## src/rtl/seg7_pkg.sv

```systemverilog
// Shared glyph codes, segment bit positions and the 5-bit code to a..g decode
// used by both the scanned and the static display paths.
package seg7_pkg;

   localparam logic [4:0] GLY_MINUS = 5'd16;
   localparam logic [4:0] GLY_BLANK = 5'd31;

   localparam int SEG_A  = 7;
   localparam int SEG_G  = 1;
   localparam int SEG_DP = 0;

   function automatic logic [6:0] glyph_decode(input logic [4:0] code);
      logic [6:0] segs;
      case (code)
         5'd0:      segs = 7'b1111110;
         5'd1:      segs = 7'b0110000;
         5'd2:      segs = 7'b1101101;
         5'd3:      segs = 7'b1111001;
         5'd4:      segs = 7'b0110011;
         5'd5:      segs = 7'b1011011;
         5'd6:      segs = 7'b1011111;
         5'd7:      segs = 7'b1110000;
         5'd8:      segs = 7'b1111111;
         5'd9:      segs = 7'b1111011;
         5'd10:     segs = 7'b1110111;
         5'd11:     segs = 7'b0011111;
         5'd12:     segs = 7'b0001101;
         5'd13:     segs = 7'b0111101;
         5'd14:     segs = 7'b1001111;
         5'd15:     segs = 7'b1000111;
         GLY_MINUS: segs = 7'b0000001;
         default:   segs = 7'b0000000;
      endcase
      return segs;
   endfunction

endpackage

```

## src/rtl/seg7_scan_driver_if.sv

```systemverilog
// Display register side (master) to scan driver (slave) bundle, including the
// pin-level segment bus and digit enables.
interface seg7_scan_driver_if #(
   parameter int NDIGIT = 4
);
   logic                  load;
   logic [5*NDIGIT-1:0]   value;
   logic [NDIGIT-1:0]     dp;
   logic [NDIGIT-1:0]     blink_mask;
   logic                  blank_lz;
   logic [7:0]            seg;
   logic [NDIGIT-1:0]     dig_sel;

   modport master (
      output load, value, dp, blink_mask, blank_lz,
      input  seg, dig_sel
   );

   modport slave (
      input  load, value, dp, blink_mask, blank_lz,
      output seg, dig_sel
   );
endinterface

```

## src/rtl/seg7_glyph_rom.sv

```systemverilog
// Combinational glyph code to a..g segment pattern; shared with the
// single-digit static path.
module seg7_glyph_rom
   import seg7_pkg::*;
(
   input  logic [4:0] i_code,
   output logic [6:0] o_seg
);
   assign o_seg = glyph_decode(i_code);
endmodule

```

## src/rtl/seg7_scan_driver.sv

```systemverilog
// Time-multiplexed N-digit 7-segment driver: shadow registers, slot/digit/frame
// counters, leading-zero suppression, blinking and a registered pin stage.
module seg7_scan_driver
   import seg7_pkg::*;
#(
   parameter int NDIGIT       = 4,
   parameter int SCAN_DIV     = 50000,
   parameter int BLANK_CYC    = 500,
   parameter int BLINK_FRAMES = 64,
   parameter int ACTIVE_LOW   = 0
) (
   input  logic i_clk,
   input  logic i_rst,
   seg7_scan_driver_if.slave bus_if
);

   localparam int CNT_W = $clog2(SCAN_DIV);
   localparam int IDX_W = (NDIGIT > 1) ? $clog2(NDIGIT) : 1;
   localparam int FRM_W = $clog2(BLINK_FRAMES + 1);

   logic [CNT_W-1:0]  r_cnt;
   logic [IDX_W-1:0]  r_idx;
   logic [FRM_W-1:0]  r_frm;
   logic              r_bph;
   logic [4:0]        r_code [NDIGIT];
   logic [NDIGIT-1:0] r_dp;
   logic [NDIGIT-1:0] r_blink;
   logic              r_lz;
   logic [7:0]        r_seg;
   logic [NDIGIT-1:0] r_dig;

   logic [4:0]        w_code;
   logic [6:0]        w_glyph;
   logic [NDIGIT-1:0] w_supp;
   logic              w_lz_run;
   logic [7:0]        w_seg;
   logic [NDIGIT-1:0] w_dig;
   logic              w_slot_end;
   logic              w_frame_end;

   assign w_code = r_code[r_idx];

   seg7_glyph_rom u_rom (
      .i_code (w_code),
      .o_seg  (w_glyph)
   );

   // Suppression runs from the top digit down and stops at the first non-zero
   // code; minus and blank codes are non-zero so they end the run too.
   always_comb begin
      w_supp   = '0;
      w_lz_run = r_lz;
      for (int i = NDIGIT - 1; i > 0; i--) begin
         w_lz_run  = w_lz_run & (r_code[i] == 5'd0);
         w_supp[i] = w_lz_run;
      end
   end

   always_comb begin
      w_seg = '0;
      w_dig = '0;
      if (r_cnt >= CNT_W'(BLANK_CYC)) begin
         w_dig = NDIGIT'(1) << r_idx;
         if (!(r_blink[r_idx] && !r_bph)) begin
            w_seg[SEG_DP] = r_dp[r_idx];
            if (!w_supp[r_idx])
               w_seg[SEG_A:SEG_G] = w_glyph;
         end
      end
   end

   assign w_slot_end  = (r_cnt == CNT_W'(SCAN_DIV - 1));
   assign w_frame_end = w_slot_end && (r_idx == IDX_W'(NDIGIT - 1));

   always_ff @(posedge i_clk or posedge i_rst) begin
      if (i_rst) begin
         r_cnt   <= '0;
         r_idx   <= '0;
         r_frm   <= '0;
         r_bph   <= 1'b1;
         for (int i = 0; i < NDIGIT; i++)
            r_code[i] <= GLY_BLANK;
         r_dp    <= '0;
         r_blink <= '0;
         r_lz    <= 1'b0;
         r_seg   <= '0;
         r_dig   <= '0;
      end else begin
         if (bus_if.load) begin
            for (int i = 0; i < NDIGIT; i++)
               r_code[i] <= bus_if.value[5*i +: 5];
            r_dp    <= bus_if.dp;
            r_blink <= bus_if.blink_mask;
            r_lz    <= bus_if.blank_lz;
         end
         r_seg <= w_seg;
         r_dig <= w_dig;
         r_cnt <= w_slot_end ? '0 : r_cnt + 1'b1;
         if (w_slot_end)
            r_idx <= (r_idx == IDX_W'(NDIGIT - 1)) ? '0 : r_idx + 1'b1;
         if (w_frame_end) begin
            if (r_frm == FRM_W'(BLINK_FRAMES - 1)) begin
               r_frm <= '0;
               r_bph <= ~r_bph;
            end else begin
               r_frm <= r_frm + 1'b1;
            end
         end
      end
   end

   assign bus_if.seg     = (ACTIVE_LOW != 0) ? ~r_seg : r_seg;
   assign bus_if.dig_sel = (ACTIVE_LOW != 0) ? ~r_dig : r_dig;

endmodule

```

## src/flat_wrapper.sv

```systemverilog
// flat-port wrapper written by rule: the top's interface ports become plain ports
module seg7_scan_driver_flat import seg7_pkg::*;
#(
   parameter int NDIGIT       = 4,
   parameter int SCAN_DIV     = 50000,
   parameter int BLANK_CYC    = 500,
   parameter int BLINK_FRAMES = 64,
   parameter int ACTIVE_LOW   = 0
)
  (i_clk, i_rst, bus_if_load, bus_if_value, bus_if_dp, bus_if_blink_mask, bus_if_blank_lz, bus_if_seg, bus_if_dig_sel);
  seg7_scan_driver_if #(.NDIGIT(NDIGIT)) bus_if_i ();
  input  logic i_clk;
  input  logic i_rst;
  input wire logic [$bits(bus_if_i.load)-1:0] bus_if_load;
  input wire logic [$bits(bus_if_i.value)-1:0] bus_if_value;
  input wire logic [$bits(bus_if_i.dp)-1:0] bus_if_dp;
  input wire logic [$bits(bus_if_i.blink_mask)-1:0] bus_if_blink_mask;
  input wire logic [$bits(bus_if_i.blank_lz)-1:0] bus_if_blank_lz;
  output wire logic [$bits(bus_if_i.seg)-1:0] bus_if_seg;
  output wire logic [$bits(bus_if_i.dig_sel)-1:0] bus_if_dig_sel;
  assign bus_if_i.load = bus_if_load;
  assign bus_if_i.value = bus_if_value;
  assign bus_if_i.dp = bus_if_dp;
  assign bus_if_i.blink_mask = bus_if_blink_mask;
  assign bus_if_i.blank_lz = bus_if_blank_lz;
  assign bus_if_seg = bus_if_i.seg;
  assign bus_if_dig_sel = bus_if_i.dig_sel;
  seg7_scan_driver #(.NDIGIT(NDIGIT), .SCAN_DIV(SCAN_DIV), .BLANK_CYC(BLANK_CYC), .BLINK_FRAMES(BLINK_FRAMES), .ACTIVE_LOW(ACTIVE_LOW)) u_core (.i_clk(i_clk), .i_rst(i_rst), .bus_if(bus_if_i));
endmodule
```

## config.mk

```make
export PLATFORM = sky130hd
export DESIGN_NAME = seg7_scan_driver_flat
export DESIGN_NICKNAME = d
export VERILOG_FILES = /design/src/rtl/seg7_pkg.sv /design/src/rtl/seg7_scan_driver_if.sv /design/src/rtl/seg7_glyph_rom.sv /design/src/rtl/seg7_scan_driver.sv /design/src/flat_wrapper.sv
export SDC_FILE = /design/constraint.sdc
export NUM_CORES = 1
export LEC_CHECK = 0
export CORE_AREA = 2 2 88 90
export DETAILED_ROUTE_END_ITERATION = 12
export DIE_AREA = 0 0 90 92
export PLACE_DENSITY = 0.76
export SKIP_CTS_REPAIR_TIMING = 1
export SLEW_MARGIN = 30
export SYNTH_ARGS = -nofsm -noshare
export SYNTH_HDL_FRONTEND = slang
export SYNTH_SLANG_ARGS = --single-unit
export TNS_END_PERCENT = 5
```

## constraint.sdc

```tcl
create_clock -name i_clk -period 3.2 [get_ports i_clk]
set_input_delay 0.32 -clock i_clk [delete_from_list [all_inputs] [get_ports i_clk]]
set_output_delay 0.32 -clock i_clk [all_outputs]
set_load 0.02 [all_outputs]
```

==> impl_metrics.json, run 1 <==
{
  "fp-row-count": 32,
  "rr_worst_depth": 6,
  "top_layer": "met4",
  "port_buffers": 43,
  "r2r-start": "u_core.r_cnt[10]$_DFF_PP0_",
  "synth_compound_area_frac": 0.0584,
  "routedWlPerCell_um": 14.9,
  "syn_area_per_cell_sq_um": 12.4,
  "finalHoldViolCount": 0,
  "max_freq_mhz": 423,
  "ios": 44,
  "skew_ns": 0.0135,
  "antennaDiodeCount": 0,
  "final_cells": 415,
  "place.gp.congestion": 0.756,
  "vias": 2132,
  "async_reset_ff_frac": 1.00,
  "synth_cell_type_count": 44,
  "worstPathRequired_ns": 3.44,
  "hold_class": "primary input to async pin",
  "numCtsBuffers": 9,
  "grt_pass1_wl_um": 10700,
  "synth_edf_count": 0,
  "antenna_found_initial": 0,
  "worstSkewPairLatency_ns": 0.35,
  "grt_usage": 0.165,
  "antenna_left": 0,
  "synth_mux_area_frac": 0.170,
  "wl_met2_um": 2950,
  "synth_top_area_cell": "dfrtp_1",
  "drive_above_1_share": 0.249,
  "die_w_um": 90,
  "synth_cells": 259,
  "syn_to_final_growth_pct": 22.9,
  "synth_top_family_by_area": "multiplexers",
  "drt_iter0_markers": 106,
  "grt_max_degree": 68,
  "h-tree-depth": 3,
  "hpwl_um": 4480,
  "m1WireLength_um": 2830,
  "arrival_ns": 2.60,
  "setup_violations": 0,
  "wl_met3_um": 217,
  "period_minus_slack_ns": 2.36,
  "dp.cells": 399,
  "start_kind": "flip-flop",
  "yosys_warnings": 0,
  "root_buffer": "clkbuf_8",
  "route.detailed.drc": 0,
  "rrSetupSlack_ns": 0.84,
  "whs_ns": 0.361,
  "drv_cap": 0,
  "synth_seq_area_share": 0.530,
  "synth_area_leaders": "dfrtp_1 (36%), dfstp_2 (17%), mux2_2 (11%)",
  "dieArea_sq_um": 8280,
  "outcome": "finished, final reports clean",
  "ys_ff_latch": 67,
  "post_drt_via_cell_ratio": 5.14,
  "initial_core_util": 0.432,
  "grt_pass1_vias": 2223,
  "ir_drop_mv": 0.302,
  "drv_slew": 0,
  "period_share": 0.738,
  "cp_max_fo": 16,
  "grt-ovfl-total": 0,
  "synthAdderAreaFrac": 0.0506,
  "cts_sinks": 67,
  "netlist_area_sq_um": 3220,
  "die-height_um": 92,
  "synth_top_area_frac": 0.358,
  "synth-xor-area-share": 0.0436,
  "fin_nets": 353,
  "r2r_end": "u_core.r_frm[5]$_DFFE_PP0P_",
  "rsz0062_at_grt": "no",
  "tritoncts": "done",
  "crit_path_end_kind": "flip-flop",
  "total_power_w": 0.00174,
  "synth-simple-area-share": 0.123,
  "slew_headroom": 0.515,
  "post-route-util": 0.531,
  "synth_nets": 304,
  "power_leakage_nw": 1.68,
  "core_sq_um": 7450,
  "worst_pin_slew_ns": 0.718,
  "drt_pass1_iterations": 4,
  "ys.flop_type": "dfrtp_1",
  "tns_ns": 0,
  "clk_pin_slew_ns": 0.08,
  "worst-setup-path-type": "flip-flop to flip-flop",
  "p_per_area_nw_per_um2": 440,
  "clk_path_buf_depth": 2,
  "drt_wl_total_um": 6180
}
registers in the layout, indices dropped and copies added (netlist names), 2 cells and up:
signal	cells
u_core.r_code	20
u_core.r_blink	4
u_core.bus_if.dig_sel	4
u_core.bus_if.seg	8
u_core.r_cnt	16
u_core.r_idx	2
u_core.r_dp	4
u_core.r_frm	7
area by class of cell:
| class | count | area (sq um) |
|---|---|---|
| multi-input combinational | 171 | 1430 |
| inverter | 13 | 48.8 |
| fill | 657 | 3500 |
| clock buffer | 14 | 163 |
| tap | 102 | 128 |
| clock inverter | 2 | 11.3 |
| timing repair buffer | 46 | 465 |
| sequential | 67 | 1700 |
through the flow:
stage | worst slack, ns | instance area [sq um]
finish | 0.837 | 3950
global route | 0.660 | 3950
CTS | 0.843 | 3950
detailed placement | 0.875 | 3780
global placement | 0.946 | 3780
floorplan | 1.12 | 3220
worst max path at each step:
| stage | from | endpoint | slack [ns] | depth (start not counted) |
|---|---|---|---|---|
| finish | u_core.r_cnt[10]$_DFF_PP0_ | u_core.r_frm[5]$_DFFE_PP0P_ | 0.84 | 6 |
| detailed placement | u_core.r_idx[0]$_DFFE_PP0N_ | u_core.bus_if.seg[4]$_DFF_PP0_ | 0.87 | 6 |
| floorplan | u_core.r_idx[0]$_DFFE_PP0N_ | u_core.bus_if.seg[4]$_DFF_PP0_ | 1.12 | 7 |
| global placement | u_core.r_idx[0]$_DFFE_PP0N_ | u_core.bus_if.seg[4]$_DFF_PP0_ | 0.95 | 6 |
| global route | u_core.r_idx[0]$_DFFE_PP0N_ | u_core.bus_if.seg[4]$_DFF_PP0_ | 0.66 | 6 |
| CTS | u_core.r_idx[0]$_DFFE_PP0N_ | u_core.bus_if.seg[4]$_DFF_PP0_ | 0.84 | 6 |
where the power goes:
group / leakage [nW] / internal [W] / switching, W
Sequential: 0.829 / 0.000903 / 0.0000253
Clock: 0.0910 / 0.000324 / 0.000309
Combinational: 0.757 / 0.000101 / 0.0000736
Total: 1.68 / 0.00133 / 0.000408
worst max-delay path, cell delays in order, from the launching register on:
cell and delay, ns:
dfrtp_1 0.43, or4_4 0.57, nor4_4 0.22, buf_4 0.25
nand3_2 0.14, or3_1 0.38, o31ai_1 0.26
cell usage after synthesis (3+ instances only):
library cell and count:
a211oi_1 4, a21oi_1 3, and2_1 4, clkbuf_1 6, dfrtp_1 46, dfstp_2 21
ha_1 13, inv_1 13, mux2_2 30, mux2i_1 5, mux4_2 7, nand2_1 12
nand3_1 7, nand4_1 5, nor2_1 19, nor2b_1 3, nor3_1 6, o21ai_0 5
or3_1 4, xnor2_1 7, xor2_1 9
placed cells by master, fill, tap and decap left out, drive strengths merged, types with 5 or more instances in the layout:
cell           count
clkdlybuf4s50     43
xor2               9
mux2i              5
nor3               6
nor2              19
xnor2              7
nand3              8
clkbuf            14
ha                13
mux4               7
nand4              5
mux2              30
nand2             12
dfrtp             46
dfstp             21
o21ai              6
inv               14
per-layer routing:
layer	vias up	track usage
met4	0	0.0962
met2	48	0.255
li1	1023	-
met5	-	0
met1	1049	0.217
met3	12	0.0337
logic make-up (layout without fill, tap and decap cells):
kind of cell,after synthesis,in the layout
AO/OA/AOI/OAI,27,27
XOR/XNOR,16,16
adder cells (fa/ha/maj),13,13
buffers and inverters,21,75
flip-flops,67,67
multiplexers,42,42
AND/OR/NAND/NOR,73,73
No activity file was read; power rests on OpenSTA's default activity.
==> run 2: changes to the inputs <==
--- a/config.mk
+++ b/config.mk
@@ -8,7 +8,7 @@
 export CORE_AREA = 2 2 88 90
 export DETAILED_ROUTE_END_ITERATION = 12
 export DIE_AREA = 0 0 90 92
-export PLACE_DENSITY = 0.76
+export PLACE_DENSITY = 0.79
 export SKIP_CTS_REPAIR_TIMING = 1
 export SLEW_MARGIN = 30
 export SYNTH_ARGS = -nofsm -noshare
==> constraint.sdc (replaced) <==
create_clock -name i_clk -period 2.1 [get_ports i_clk]
set_input_delay 0.21 -clock i_clk [delete_from_list [all_inputs] [get_ports i_clk]]
set_output_delay 0.21 -clock i_clk [all_outputs]
set_load 0.02 [all_outputs]
==> run 2 against run 1 <==
Critical path type unchanged. Count of clock-buffer cells in the layout fell by 2. Via count grew 1.3%. Largest power group unchanged. Highest routed layer unchanged. Final cell count up 2.2%. Non-clock buffer count increased by 9. Critical path depth decreased by 1. Setup slack got worse by 0.74 ns. Sequential power increased by 53%. Largest cell class unchanged. Worst hold slack got worse by 0.15 ns. Combinational power up 57%. Final area rose by 2.8%.
==> impl_metrics.json, run 2 (synthesized netlist as in run 1, its figures left out) <==
{
  "hpwl_um": 4620,
  "antennaDiodeCount": 0,
  "grt-ovfl-total": 0,
  "rrSetupSlack_ns": 0.1,
  "drv_cap": 0,
  "largest_reg_flops": 20,
  "route.detailed.drc": 0,
  "numCtsBuffers": 9,
  "root_buffer": "clkbuf_8",
  "antenna_left": 0,
  "crit_chain": "or3b_1 -> nor4_4 -> nand3_2 -> or3_1 -> o31ai_1",
  "grt_pass1_wl_um": 10400,
  "dieArea_sq_um": 8280,
  "h-tree-depth": 3,
  "fin_nets": 362,
  "whs_ns": 0.208,
  "tritoncts": "done",
  "cp_slowest_cell": "or3b_1",
  "period_minus_slack_ns": 2.00,
  "cp_max_fo": 6,
  "grt_usage": 0.159,
  "total_power_w": 0.00278,
  "antenna_found_initial": 0,
  "ios": 44,
  "post-route-util": 0.546,
  "arrival_ns": 2.25,
  "p_per_area_nw_per_um2": 684,
  "grt_pass1_vias": 2178,
  "finalHoldViolCount": 0,
  "max_stage_delay_ns": 0.43,
  "drv_slew": 0,
  "start_kind": "flip-flop",
  "hold_class": "primary input to async pin",
  "place.gp.congestion": 0.842,
  "cts_sinks": 67,
  "rr_worst_depth": 5,
  "die_w_um": 90,
  "fp-row-count": 32,
  "r2r-start": "u_core.r_cnt[7]$_DFF_PP0_",
  "crit_start": "u_core.r_cnt[7]$_DFF_PP0_",
  "final_common_cell": "dfrtp_1",
  "rsz0062_at_grt": "yes",
  "die-height_um": 92,
  "post_drt_via_cell_ratio": 5.09,
  "routedWlPerCell_um": 14.5,
  "drt_iter0_markers": 81,
  "power_leakage_nw": 1.73,
  "port_buffers": 43,
  "core_sq_um": 7450,
  "worst_pin_slew_ns": 0.492,
  "setup_violations": 0,
  "ir_drop_mv": 0.392,
  "endpoint": "u_core.r_frm[5]$_DFFE_PP0P_",
  "vias": 2159,
  "crit_path_end_kind": "flip-flop",
  "r2r_end": "u_core.r_frm[5]$_DFFE_PP0P_",
  "skew_ns": 0.00508,
  "regMostFlops": "u_core.r_code",
  "max_freq_mhz": 499,
  "worstPathRequired_ns": 2.35,
  "worst-setup-path-type": "flip-flop to flip-flop",
  "slew_headroom": 0.669,
  "clk_pin_slew_ns": 0.07,
  "drt_pass1_iterations": 4,
  "worstSkewPairLatency_ns": 0.34,
  "period_share": 0.954,
  "grt_max_degree": 30,
  "drt_wl_total_um": 6150,
  "outcome": "finished, final reports clean",
  "clk_path_buf_depth": 2,
  "syn_to_final_growth_pct": 26.3,
  "drive_above_1_share": 0.283,
  "layout_common_cells": "dfrtp_1 (44), clkdlybuf4s50_1 (43), mux2_2 (30)",
  "initial_core_util": 0.432
}
-- run 2: through the flow --
stage / setup WS, ns / cell area [sq um] / setup TNS [ns] / instances
2_1_floorplan: 0.0180 / 3220 / 0 / 259
3_3_place_gp: 0.119 / 3840 / 0 / 408
3_5_place_dp: 0.0273 / 3840 / 0 / 408
4_1_cts: 0.0399 / 4050 / 0 / 424
5_1_grt: -0.00811 / 4060 / -0.00811 / 424
6_report: 0.0975 / 4060 / 0 / 424
-- run 2: worst min path at each step --
stage                                           start                       endpoint  cells after the start
after floorplan                  bus_if_blink_mask[0]  u_core.r_blink[0]$_DFFE_PP0P_                      1
after global placement    u_core.r_frm[5]$_DFFE_PP0P_    u_core.r_frm[5]$_DFFE_PP0P_                      1
after detailed placement  u_core.r_frm[5]$_DFFE_PP0P_    u_core.r_frm[5]$_DFFE_PP0P_                      1
after CTS                                       i_rst      u_core.r_cnt[3]$_DFF_PP0_                      2
after global routing                            i_rst      u_core.r_cnt[2]$_DFF_PP0_                      2
final                                           i_rst      u_core.r_cnt[3]$_DFF_PP0_                      2
-- run 2: metal layers --
layer / global-route usage / wire [um] / vias to the layer above
met5: 0 / 0 / -
met2: 0.236 / 2860 / 51
met1: 0.214 / 2870 / 1057
met4: 0.0897 / 187 / 0
met3: 0.0378 / 239 / 13
li1: - / - / 1038
-- run 2: cell type report --
type | count | area (sq um)
Fill cell | 636 | 3380
Sequential cell | 67 | 1710
Multi-Input combinational cell | 171 | 1440
Timing Repair Buffer | 55 | 537
Clock buffer | 12 | 155
Tap cell | 102 | 128
Clock inverter | 4 | 48.8
Inverter | 13 | 48.8
-- run 2: power by group --
part	leakage, nW	internal (W)	total [W]	switching [W]
sequential	0.825	0.00138	0.00142	0.0000411
combinational	0.808	0.000159	0.000275	0.000116
clock	0.0963	0.000609	0.00109	0.000478
-- run 2: critical path, delay by kind of cell (launching register included) --
family,cells,cell delay [ns]
simple gates,4,1.30
flops,1,0.42
compound gates,1,0.20
==> run 3: changes to the inputs <==
--- a/config.mk
+++ b/config.mk
@@ -8,7 +8,7 @@
 export CORE_AREA = 2 2 88 90
 export DETAILED_ROUTE_END_ITERATION = 12
 export DIE_AREA = 0 0 90 92
-export PLACE_DENSITY = 0.79
+export PLACE_DENSITY = 0.68
 export SKIP_CTS_REPAIR_TIMING = 1
 export SLEW_MARGIN = 30
 export SYNTH_ARGS = -nofsm -noshare
==> run 3 against run 2 <==
Largest cell class unchanged. Worst hold slack about the same. Die area unchanged. Combinational power hardly changed. Sequential share of layout area fell by 0.31 points. Via count down 0.51%. Clock power is essentially flat.
==> impl_metrics.json, run 3 (synthesized netlist as in run 1, its figures left out) <==
{
  "hpwl_um": 4460,
  "h-tree-depth": 3,
  "rsz0062_at_grt": "yes",
  "crit_chain": "or3b_1 -> nor4_4 -> nand3_2 -> or3_1 -> o31ai_2",
  "grt_max_degree": 33,
  "post_drt_via_cell_ratio": 5.01,
  "grt_pass1_wl_um": 10400,
  "post-route-util": 0.550,
  "antenna_left": 0,
  "root_buffer": "clkbuf_8",
  "period_minus_slack_ns": 2.01,
  "outcome": "finished, final reports clean",
  "syn_to_final_growth_pct": 27.3,
  "worst-setup-path-type": "flip-flop to flip-flop",
  "drv_cap": 0,
  "skew_ns": 0.0107,
  "layout_common_cells": "dfrtp_1 (44), clkdlybuf4s50_1 (43), mux2_2 (30)",
  "grt_usage": 0.161,
  "dieArea_sq_um": 8280,
  "grt_pass1_vias": 2153,
  "max_freq_mhz": 497,
  "tritoncts": "done",
  "core_sq_um": 7450,
  "die-height_um": 92,
  "routedWlPerCell_um": 14.2,
  "cp_max_fo": 5,
  "clk_path_buf_depth": 2,
  "regMostFlops": "u_core.r_code",
  "drive_above_1_share": 0.303,
  "numCtsBuffers": 9,
  "finalHoldViolCount": 0,
  "vias": 2148,
  "p_per_area_nw_per_um2": 674,
  "r2r-start": "u_core.r_cnt[5]$_DFF_PP0_",
  "clk_pin_slew_ns": 0.08,
  "fin_nets": 367,
  "drv_slew": 0,
  "rr_worst_depth": 5,
  "start_kind": "flip-flop",
  "place.gp.congestion": 0.811,
  "max_stage_delay_ns": 0.43,
  "antenna_found_initial": 0,
  "ios": 44,
  "total_power_w": 0.00276,
  "cp_top_family": "simple AND/OR/NAND/NOR gates",
  "ir_drop_mv": 0.417,
  "crit_path_end_kind": "flip-flop",
  "drt_pass1_iterations": 4,
  "worst_pin_slew_ns": 0.542,
  "slew_headroom": 0.634,
  "cts_sinks": 67,
  "initial_core_util": 0.432,
  "hold_class": "primary input to async pin",
  "setup_violations": 0,
  "critPathBufInv": 0,
  "die_w_um": 90,
  "rrSetupSlack_ns": 0.09,
  "route.detailed.drc": 0,
  "largest_reg_flops": 20,
  "cp_slowest_cell": "or3b_1",
  "worstPathRequired_ns": 2.35,
  "arrival_ns": 2.26,
  "grt-ovfl-total": 0,
  "worstSkewPairLatency_ns": 0.34,
  "drt_wl_total_um": 6080,
  "final_common_cell": "dfrtp_1",
  "antennaDiodeCount": 0,
  "fp-row-count": 32,
  "period_share": 0.957,
  "drt_iter0_markers": 118,
  "port_buffers": 43,
  "r2r_end": "u_core.r_frm[5]$_DFFE_PP0P_",
  "power_leakage_nw": 1.76
}
[run 3: changes by cell type in the layout (fill, tap and decap cells not counted), moves of 2 or more]
cell and delta:
buf_4 +6, clkinvlp_4 -2, clkinv_4 +2, clkinv_2 +2
[run 3: power breakdown]
| part | switching (W) | internal [W] | leakage, nW |
|---|---|---|---|
| Combinational | 0.000113 | 0.000160 | 0.828 |
| Sequential | 0.0000382 | 0.00138 | 0.827 |
| Clock | 0.000489 | 0.000580 | 0.107 |
| Total | 0.000640 | 0.00212 | 1.76 |
[run 3: cell type report]
cell class	instances	area, sq um
Inverter	13	48.8
Timing Repair Buffer	60	571
Sequential cell	67	1710
Clock buffer	10	138
Clock inverter	6	63.8
Multi-Input combinational cell	171	1440
Fill cell	653	3350
Tap cell	102	128
[run 3: worst max path at each step]
stage	cells after the start	start	end	slack, ns
4_1_cts	5	u_core.r_cnt[11]$_DFF_PP0_	u_core.r_frm[5]$_DFFE_PP0P_	-0.02
2_1_floorplan	7	u_core.r_idx[0]$_DFFE_PP0N_	u_core.bus_if.seg[4]$_DFF_PP0_	0.02
3_5_place_dp	5	u_core.r_cnt[11]$_DFF_PP0_	u_core.r_frm[5]$_DFFE_PP0P_	0.02
3_3_place_gp	5	u_core.r_cnt[11]$_DFF_PP0_	u_core.r_frm[5]$_DFFE_PP0P_	0.11
5_1_grt	6	u_core.r_idx[0]$_DFFE_PP0N_	u_core.bus_if.seg[2]$_DFF_PP0_	-0.008
6_report	5	u_core.r_cnt[5]$_DFF_PP0_	u_core.r_frm[5]$_DFFE_PP0P_	0.09
[run 3: metal layers]
layer	share of wire	GRT usage	up-vias
met5	0	0	-
met2	0.46	0.242	45
met4	0.024	0.0769	0
li1	-	-	1048
met3	0.036	0.0386	10
met1	0.48	0.219	1045
[run 3: per-stage QoR]
step	hold slack [ns]	TNS (ns)	instances	cell area [sq um]	setup WS, ns
floorplan	0.362	0	259	3220	0.0180
global placement	0.466	0	411	3870	0.112
detailed placement	0.488	0	411	3870	0.0202
CTS	0.211	-0.0187	427	4070	-0.0187
global route	0.259	-0.00954	429	4090	-0.00824
finish	0.209	0	429	4090	0.0893
